--- config.mk ---
export PLATFORM = sky130hd
export DESIGN_NAME = atm_session_ctrl
export DESIGN_NICKNAME = d
export VERILOG_FILES = /design/src/rtl/atm_pkg.sv /design/src/rtl/pin_entry_buf.sv /design/src/rtl/atm_session_ctrl.sv
export SDC_FILE = /design/constraint.sdc
export NUM_CORES = 1
export LEC_CHECK = 0
export ABC_AREA = 1
export CAP_MARGIN = 40
export CORE_MARGIN = 3
export CORE_UTILIZATION = 40
export DETAILED_ROUTE_END_ITERATION = 8
export REMOVE_ABC_BUFFERS = 1
export SYNTH_ARGS = -nofsm -noshare
export SYNTH_HDL_FRONTEND = slang
export SYNTH_SLANG_ARGS = --single-unit
--- constraint.sdc ---
create_clock -name clk -period 2.2 [get_ports clk]
set_input_delay 0.33 -clock clk [delete_from_list [all_inputs] [get_ports clk]]
set_output_delay 0.33 -clock clk [all_outputs]
set_load 0.05 [all_outputs]
--- src/rtl/atm_pkg.sv ---
`default_nettype none
// ============================================================================
// Module   : atm_pkg
// Purpose  : Shared types and constants for the ATM session controller.
// Revision : 1.0 - initial release
// ============================================================================
package atm_pkg;

  localparam int PIN_DIGITS = 4;
  localparam int DIGIT_W    = 4;
  localparam int PIN_W      = 16;
  localparam int ACC_ADDR_W = 5;

  typedef enum logic [2:0] {
    ST_IDLE       = 3'd0,
    ST_WAIT_SCAN  = 3'd1,
    ST_PIN_ENTRY  = 3'd2,
    ST_LOOKUP     = 3'd3,
    ST_COMPARE    = 3'd4,
    ST_AUTHORIZED = 3'd5,
    ST_EJECT      = 3'd6,
    ST_RETAIN     = 3'd7
  } state_e;

  // A keypad code is a usable PIN digit only if it is decimal.
  function automatic logic is_bcd(input logic [DIGIT_W-1:0] d);
    return (d <= 4'd9);
  endfunction

endpackage
`default_nettype wire

--- src/rtl/pin_entry_buf.sv ---
`default_nettype none
// ============================================================================
// Module   : pin_entry_buf
// Purpose  : Collects keypad digits into a PIN, MSD first, with digit count,
//            decimal filtering and clear.
// Revision : 1.0 - initial release
// ============================================================================
module pin_entry_buf
  import atm_pkg::*;
(
  input  logic               clk,
  input  logic               rst_n,
  input  logic               enable_i,
  input  logic               clear_i,
  input  logic [DIGIT_W-1:0] digit_i,
  input  logic               digit_valid_i,
  output logic               accept_o,
  output logic               last_o,
  output logic [PIN_W-1:0]   pin_value,
  output logic               pin_full
);

  localparam int            CW     = $clog2(PIN_DIGITS + 1);
  localparam logic [CW-1:0] C_FULL = CW'(PIN_DIGITS);
  localparam logic [CW-1:0] C_LAST = CW'(PIN_DIGITS - 1);

  logic [CW-1:0]    count_q, count_d;
  logic [PIN_W-1:0] value_q, value_d;

  // Clear beats a digit in the same cycle; a full buffer takes no more digits.
  assign accept_o  = enable_i & digit_valid_i & is_bcd(digit_i) & ~clear_i &
                     (count_q != C_FULL);
  assign last_o    = accept_o & (count_q == C_LAST);
  assign pin_value = value_q;
  assign pin_full  = (count_q == C_FULL);

  // Next value of the shift register and the digit counter.
  always_comb begin
    count_d = count_q;
    value_d = value_q;
    if (clear_i) begin
      count_d = '0;
      value_d = '0;
    end else if (accept_o) begin
      count_d = count_q + 1'b1;
      value_d = {value_q[PIN_W-DIGIT_W-1:0], digit_i};
    end
  end

  // Digit storage.
  always_ff @(posedge clk) begin
    if (!rst_n) begin
      count_q <= '0;
      value_q <= '0;
    end else begin
      count_q <= count_d;
      value_q <= value_d;
    end
  end

endmodule
`default_nettype wire

--- src/rtl/atm_session_ctrl.sv ---
`default_nettype none
// ============================================================================
// Module   : atm_session_ctrl
// Purpose  : Card/PIN session sequencer: scan, PIN entry, account lookup,
//            compare, grant, eject or retain.
// Revision : 1.0 - initial release
// ============================================================================
module atm_session_ctrl
  import atm_pkg::*;
#(
  parameter int MAX_TRIES      = 3,
  parameter int TIMEOUT_CYCLES = 1000
) (
  input  logic                  clk,
  input  logic                  rst_n,
  input  logic                  Insert_Card,
  input  logic                  card_scanned,
  input  logic [ACC_ADDR_W-1:0] acc_addr,
  input  logic [DIGIT_W-1:0]    pin_digit,
  input  logic                  pin_digit_valid,
  input  logic                  pin_clear,
  input  logic                  mem_ack,
  input  logic [PIN_W-1:0]      mem_pin,
  input  logic                  session_end,
  output logic                  mem_req,
  output logic [ACC_ADDR_W-1:0] mem_addr,
  output logic                  auth_ok,
  output logic                  pin_error,
  output logic [2:0]            tries_left,
  output logic                  card_eject,
  output logic                  card_retain,
  output logic [2:0]            state_dbg
);

  localparam int            TW          = (TIMEOUT_CYCLES > 1) ? $clog2(TIMEOUT_CYCLES) : 1;
  localparam logic [TW-1:0] C_TMAX      = TW'(TIMEOUT_CYCLES - 1);
  localparam logic [2:0]    C_MAX_TRIES = 3'(MAX_TRIES);

  state_e                state_q, state_d;
  logic [TW-1:0]         timer_q, timer_d;
  logic [2:0]            tries_q;
  logic [ACC_ADDR_W-1:0] mem_addr_q;
  logic [PIN_W-1:0]      stored_q;
  logic                  pin_error_q;

  logic [PIN_W-1:0]      pin_value;
  logic                  pin_full;
  logic                  w_accept, w_pin_last, w_buf_clear;
  logic                  w_abort, w_timeout, w_match, w_last_try, w_fail;

  assign w_abort    = ~Insert_Card & (state_q != ST_IDLE) &
                      (state_q != ST_EJECT) & (state_q != ST_RETAIN);
  assign w_timeout  = (timer_q == C_TMAX);
  assign w_match    = pin_full & (pin_value == stored_q);
  assign w_last_try = ((tries_q + 3'd1) >= C_MAX_TRIES);
  assign w_fail     = (state_q == ST_COMPARE) & ~w_abort & ~w_match;
  assign w_buf_clear = (state_q == ST_IDLE) | (state_q == ST_COMPARE) |
                       ((state_q == ST_PIN_ENTRY) & pin_clear);

  pin_entry_buf u_pin_buf (
    .clk           (clk),
    .rst_n         (rst_n),
    .enable_i      (state_q == ST_PIN_ENTRY),
    .clear_i       (w_buf_clear),
    .digit_i       (pin_digit),
    .digit_valid_i (pin_digit_valid),
    .accept_o      (w_accept),
    .last_o        (w_pin_last),
    .pin_value     (pin_value),
    .pin_full      (pin_full)
  );

  // State register.
  always_ff @(posedge clk) begin
    if (!rst_n) state_q <= ST_IDLE;
    else        state_q <= state_d;
  end

  // Next-state logic; card removal overrides every other event.
  always_comb begin
    state_d = state_q;
    case (state_q)
      ST_IDLE:       if (Insert_Card) state_d = ST_WAIT_SCAN;
      ST_WAIT_SCAN:  if (card_scanned) state_d = ST_PIN_ENTRY;
      ST_PIN_ENTRY: begin
        if (w_timeout)       state_d = ST_EJECT;
        else if (w_pin_last) state_d = ST_LOOKUP;
      end
      ST_LOOKUP:     if (mem_ack) state_d = ST_COMPARE;
      ST_COMPARE: begin
        if (w_match)         state_d = ST_AUTHORIZED;
        else if (w_last_try) state_d = ST_RETAIN;
        else                 state_d = ST_PIN_ENTRY;
      end
      ST_AUTHORIZED: if (session_end || w_timeout) state_d = ST_EJECT;
      ST_EJECT,
      ST_RETAIN:     if (!Insert_Card) state_d = ST_IDLE;
      default:       state_d = ST_IDLE;
    endcase
    if (w_abort) state_d = ST_IDLE;
  end

  // Inactivity timer: restarts on state entry and on keypad activity, saturates.
  always_comb begin
    timer_d = timer_q;
    if ((state_d != state_q) ||
        ((state_q == ST_PIN_ENTRY) && (w_accept || pin_clear))) begin
      timer_d = '0;
    end else if (!w_timeout) begin
      timer_d = timer_q + 1'b1;
    end
  end

  // Session datapath: address latch, stored PIN, attempt counter, error pulse.
  always_ff @(posedge clk) begin
    if (!rst_n) begin
      timer_q     <= '0;
      tries_q     <= '0;
      mem_addr_q  <= '0;
      stored_q    <= '0;
      pin_error_q <= 1'b0;
    end else begin
      timer_q     <= timer_d;
      pin_error_q <= w_fail;
      if ((state_q == ST_WAIT_SCAN) && (state_d == ST_PIN_ENTRY)) mem_addr_q <= acc_addr;
      if ((state_q == ST_LOOKUP) && (state_d == ST_COMPARE))      stored_q   <= mem_pin;
      if (state_q == ST_IDLE)  tries_q <= '0;
      else if (w_fail)         tries_q <= tries_q + 3'd1;
    end
  end

  // Outputs decoded from registered state only.
  always_comb begin
    mem_req     = (state_q == ST_LOOKUP);
    auth_ok     = (state_q == ST_AUTHORIZED);
    card_eject  = (state_q == ST_EJECT);
    card_retain = (state_q == ST_RETAIN);
    state_dbg   = state_q;
    mem_addr    = mem_addr_q;
    pin_error   = pin_error_q;
    tries_left  = C_MAX_TRIES - tries_q;
  end

endmodule
`default_nettype wire

Word level (Yosys, flattened, before mapping)
Index checks and enable logic that the tools add are counted.
{"block": "word_totals", "regBits": 57, "inputBits": 33, "word_cells": 73, "out_inout_bits": 16}
{"block": "op_classes", "n_eq_ne": 17, "reduce_logical": 12, "muxes": 11, "magnitude_cmp": 2, "add_sub_neg": 4, "bitwise_logic": 19}
{"cell": "2-to-1 mux 3 bit", "n": 10}
{"cell": "case mux 3 bit (7 select lines)", "n": 1}
{"cell": "equality test 3 bit (second input constant)", "n": 6}
{"cell": "equality test 16 bit", "n": 1}
{"cell": "AND 1 bit", "n": 12}
{"cell": "equality test 3 x 2 -> 1 bit (second input constant)", "n": 4}
{"cell": "adder 10 x 1 -> 10 bit (second input constant)", "n": 1}
{"cell": "equality test 10 bit (second input constant)", "n": 1}
{"cell": "!= test 3 bit (second input constant)", "n": 3}
{"cell": "OR reduction 2 bit", "n": 4}
{"cell": "adder 3 x 1 -> 3 bit (second input constant)", "n": 2}
{"cell": "inverter 1 bit", "n": 5}
{"cell": "<= comparator 4 bit (second input constant)", "n": 1}
{"cell": "equality test 3 x 1 -> 1 bit (second input constant)", "n": 1}
{"cell": ">= comparator 3 x 2 -> 1 bit (second input constant)", "n": 1}
{"cell": "logical AND 1 bit", "n": 3}
{"cell": "logical NOT 3 bit", "n": 1}
{"cell": "logical OR 1 bit", "n": 3}
{"cell": "!= test 3 bit", "n": 1}
{"cell": "nonzero test 3 bit", "n": 1}
{"cell": "subtractor 2 x 3 -> 3 bit (first input constant)", "n": 1}
{"cell": "bitwise OR 1 bit", "n": 2}

Depth between registers and ports, before layout
{"block": "logic_depth", "word_depth": 14, "ltp_mapped": 16}

By module
A second synthesis with hierarchy kept.
{"block": "unflattened", "cells_unflattened": 458, "area_unflattened_um2": 3070.4}
{"module": "atm_session_ctrl", "n_inst": 1, "area_per_inst_um2": 2125.8, "cells_per_inst": 319, "seq_area_each_um2": 760.7}
{"module": "pin_entry_buf", "n_inst": 1, "area_per_inst_um2": 944.7, "cells_per_inst": 139, "seq_area_each_um2": 380.4}

Least setup slack after synthesis
Ideal clock, no wire load.
{"block": "synth_path", "path_kind": "reg2reg", "from": "register state_q[2], in the netlist state_dbg[2]", "to": "register timer_q[0]", "setup_slack_ns": -0.367, "period_less_slack_ns": 2.567, "arrival_ns": 2.450, "stages_incl_launch_ff": 12, "setup_ns": 0.117, "cell_sequence": "dfxtp_1 nand2_1 nor2_1 a21oi_1 nand3_1 nor2_1 nand2_2 nand3_1 nand2_1 nor2_4 nand2_4 nor2_2"}
{"block": "synth_via", "elab_cells_between_ends": 38, "classes_between": "eq/ne: 10; mux: 9; bitwise: 12; reduce/logical: 7"}
{"item": "start, declared", "line_no": "atm_session_ctrl.sv:39", "text": "state_e state_q, state_d;"}
{"item": "start signal, assigned", "line_no": "atm_session_ctrl.sv:76", "text": "else state_q <= state_d;"}
{"item": "equality test 3 bit"}
{"item": "net card_retain", "line_no": "atm_session_ctrl.sv:31", "text": "output logic card_retain,"}
{"item": "OR reduction 2 bit", "line_no": "atm_session_ctrl.sv:82", "text": "case (state_q)"}
{"item": "case mux 3 bit (7 select lines)", "line_no": "atm_session_ctrl.sv:82"}
{"item": "2-to-1 mux 3 bit", "line_no": "atm_session_ctrl.sv:100", "text": "if (w_abort) state_d = ST_IDLE;"}
{"item": "!= test 3 bit", "line_no": "atm_session_ctrl.sv:106", "text": "if ((state_d != state_q) ||"}
{"item": "logical OR 1 bit", "line_no": "atm_session_ctrl.sv:106"}
{"item": "OR reduction 2 bit (no source line)"}
{"item": "end signal, assigned", "line_no": "atm_session_ctrl.sv:123", "text": "timer_q <= timer_d;"}
{"item": "end, declared", "line_no": "atm_session_ctrl.sv:40", "text": "logic [TW-1:0] timer_q, timer_d;"}
The timed path passes the listed nets, and every way through them passes these cells.
A chain may end at the register's enable or synchronous reset.

Worst setup path after layout
{"block": "layout_path", "from": "register state_q[2], in the netlist state_dbg[2]", "to": "output port state_dbg[2]"}
{"item": "end, declared", "line_no": "atm_session_ctrl.sv:32", "text": "output logic [2:0] state_dbg"}
No word-level cell between the ends.

==> results by group <==
Power
  – P_leak: 0.00147 uW
  – Clock power share: 0.417
  – Peak supply drop: 324 uV
  – Sw Ratio: 0.240
  – Comb pwr share: 0.106
  – Int Power: 1680 uW
  – Net Switching: 530 uW
  – Sequential Power Share: 0.477
  – Cell Pwr Density: 621 nW/um^2
  – Final Power: 2210 uW

Timing
  – # setup viols final: 0
  – PnR worst setup slack: 0.144 ns
  – Tmin final: 2.06 ns
  – Rel. slew slack: 0.663
  – Clk_skew: 0.00489 ns
  – TNS Setup: 0 ns
  – Final Hold Viols: 0
  – Max Slew Vio Count: 0
  – Slew @ Worst Pin: 0.503 ns
  – F_max: 486 MHz
  – Fin Hold WS: 0.447 ns
  – Period Utilization, post-route: 0.934

Clocking
  – Worst-path clk slew: 0.06 ns
  – Htree depth: 3
  – CTS tree: done
  – CTS buffer count: 9
  – Max Buffers Root-to-Sink: 2
  – Setup Buffers After CTS: 0
  – Root buffer cell: clkbuf_8
  – Worst skew pair latency: 0.32 ns
  – Clk sinks: 57
  – Post-CTS Hold Buffers: 0
  – Post-cts resize count: 0

Worst setup path
  – CP top delay family: buffers and inverters
  – CP max stage delay: 0.87 ns
  – Buf+Inv Stages, Crit Path: 1
  – CP max FO: 8
  – Worst path slowest cell: clkdlybuf4s50_1
  – Arr. time, crit path: 1.73 ns
  – Crit path cell chain: clkdlybuf4s50_1
  – Startpoint Class: flip-flop
  – Worst EP required: 1.87 ns
  – CP Capture Type: output pin
  – CP Class: reg -> out

Synthesis
  – Synth Area in Compound Gates: 0.159
  – Synth cell count leaders: nand2_1 (66), dfxtp_1 (57), inv_1 (53), nor2_1 (46), o21ai_0 (41)
  – Seq/Total Area, Yosys: 0.417
  – Synth Area in XOR/XNOR: 0.0449
  – Synth top area cells: dfxtp_1 (42%), nand2_1 (9.1%), o21ai_0 (7.5%)
  – Yosys top cell area share: 0.417
  – Synth warn: 0
  – Post-synth EDFFs: 0
  – Synth Cell Area: 2730 um^2
  – Post-synthesis simple-gate area fraction: 0.254
  – Gate count of the mapped netlist: 384
  – Adder-cell share of the synthesized area: 0.0275
  – Post-synthesis mux area share: 0.00366
  – Distinct cells, synth: 30
  – Area leader, netlist: dfxtp_1
  – Async set-reset flop share out of synthesis: 0
  – Most instantiated library cell after synthesis: nand2_1
  – Largest family of logic cells by synthesized area: simple AND/OR/NAND/NOR gates
  – Number of synthesized register bits: 57
  – Mean Syn Cell Area: 7.12 um^2
  – Synth Flop Type: dfxtp_1

Hold path
  – Worst min path class: reg -> reg

Floorplanning
  – Die Height: 88.7 um
  – Top-Level Pins: 49
  – Std cell rows: 29
  – Die area: 7860 um^2
  – Die width: 88.7 um
  – Core Footprint: 6490 um^2
  – Initial Utilization: 0.421

Global routing
  – All-Layer GR Usage: 0.157
  – Grt total ovfl: 0
  – First-pass GRT wire length: 9650 um
  – Largest net degree at the start of global routing: 33
  – Initial antenna violation count: 0
  – Vias in the first global route: 2,263

Layout
  – Final Net Count: 482
  – Fillers: 668
  – Syn-to-layout area delta: 30.2%
  – Fraction of layout cells with a size suffix above 1: 0.132
  – Post-route cell area: 3560 um^2
  – Antenna cells: 0

Detailed routing
  – First-pass DRT Iterations: 4
  – Post-DR wirelength/cell: 11.3 um
  – Via count: 2,491
  – DRC viols: 0
  – Vias/cell: 4.74
  – WL final: 5960 um
  – DR iter-0 viols: 98
  – Antenna Violating Nets Remaining: 0

Placed design
  – DPL Wire Length: 4370 um
  – IO Port Bufs: 48
  – Pre-CTS setup slack: -0.0686 ns
  – Area post-placement: 3340 um^2
  – RD Place Congestion: 0.880

Outcome
  – Status: finished, final reports clean

Run
  – Max cap viols: 0
## per-layer routing
layer  global-route usage  share of wire
met5                    0              0
met4               0.0797          0.014
met3               0.0317          0.033
met2                0.262           0.47
met1                0.191           0.49
## flip-flops by register name, indices dropped and copies added (netlist names)
register / flops
timer_q: 10
u_pin_buf.pin_value: 16
tries_q: 3
state_dbg: 3
stored_q: 16
pin_error: 1
u_pin_buf.count_q: 3
mem_addr: 5
## final cells by class
type	count	area (um^2)	area share
Multi-Input combinational cell	261	1360	0.383
Sequential cell	57	1140	0.321
Timing Repair Buffer	57	551	0.155
Inverter	57	214	0.0601
Clock buffer	14	183	0.0513
Tap cell	77	96.3	0.0271
Clock inverter	2	10.0	0.00281
## power by group through the flow
stage	sequential (uW)	combinational (uW)	clock, uW
after floorplan	1090	97.2	0
after global placement	1080	221	0
after detailed placement	1080	224	0
after CTS	1050	225	957
after global routing	1050	258	1010
final	1050	235	920
## cell usage in the layout (no fill, tap or decap), types with 5 or more instances in the layout
| cell type | count |
|---|---|
| a21oi_1 | 38 |
| nand3_1 | 13 |
| xor2_1 | 6 |
| nor3_1 | 5 |
| clkbuf_8 | 13 |
| clkdlybuf4s50_1 | 44 |
| xnor2_1 | 8 |
| inv_1 | 52 |
| o21ai_0 | 41 |
| buf_4 | 12 |
| nand2_1 | 66 |
| nor2_1 | 45 |
| inv_2 | 5 |
| nor2_2 | 11 |
| ha_1 | 6 |
| dfxtp_1 | 56 |
## stage by stage
step,std cells,utilization
global route,525,0.548
detailed placement,508,0.514
global placement,507,0.513
floorplan,374,-
CTS,524,0.543
finish,525,0.548
## final timing paths
kind | end | from | cells past startpoint | slack, ns
setup / recovery | state_dbg[2] | state_dbg[2] | 1 | 0.14
hold / removal | mem_addr[3] | mem_addr[3] | 2 | 0.45
setup reg to reg | timer_q[0] | timer_q[1] | 14 | 0.20
hold reg to reg | mem_addr[3] | mem_addr[3] | 2 | 0.45
## cells by family (layout without fill, tap and decap cells)
family	Yosys count	after routing
buffers and inverters	67	130
multiplexers	1	1
adder cells (fa/ha/maj)	6	6
XOR/XNOR	14	14
flip-flops	57	57
AO/OA/AOI/OAI	85	85
AND/OR/NAND/NOR	154	155
(Power assumes the default switching activity.)
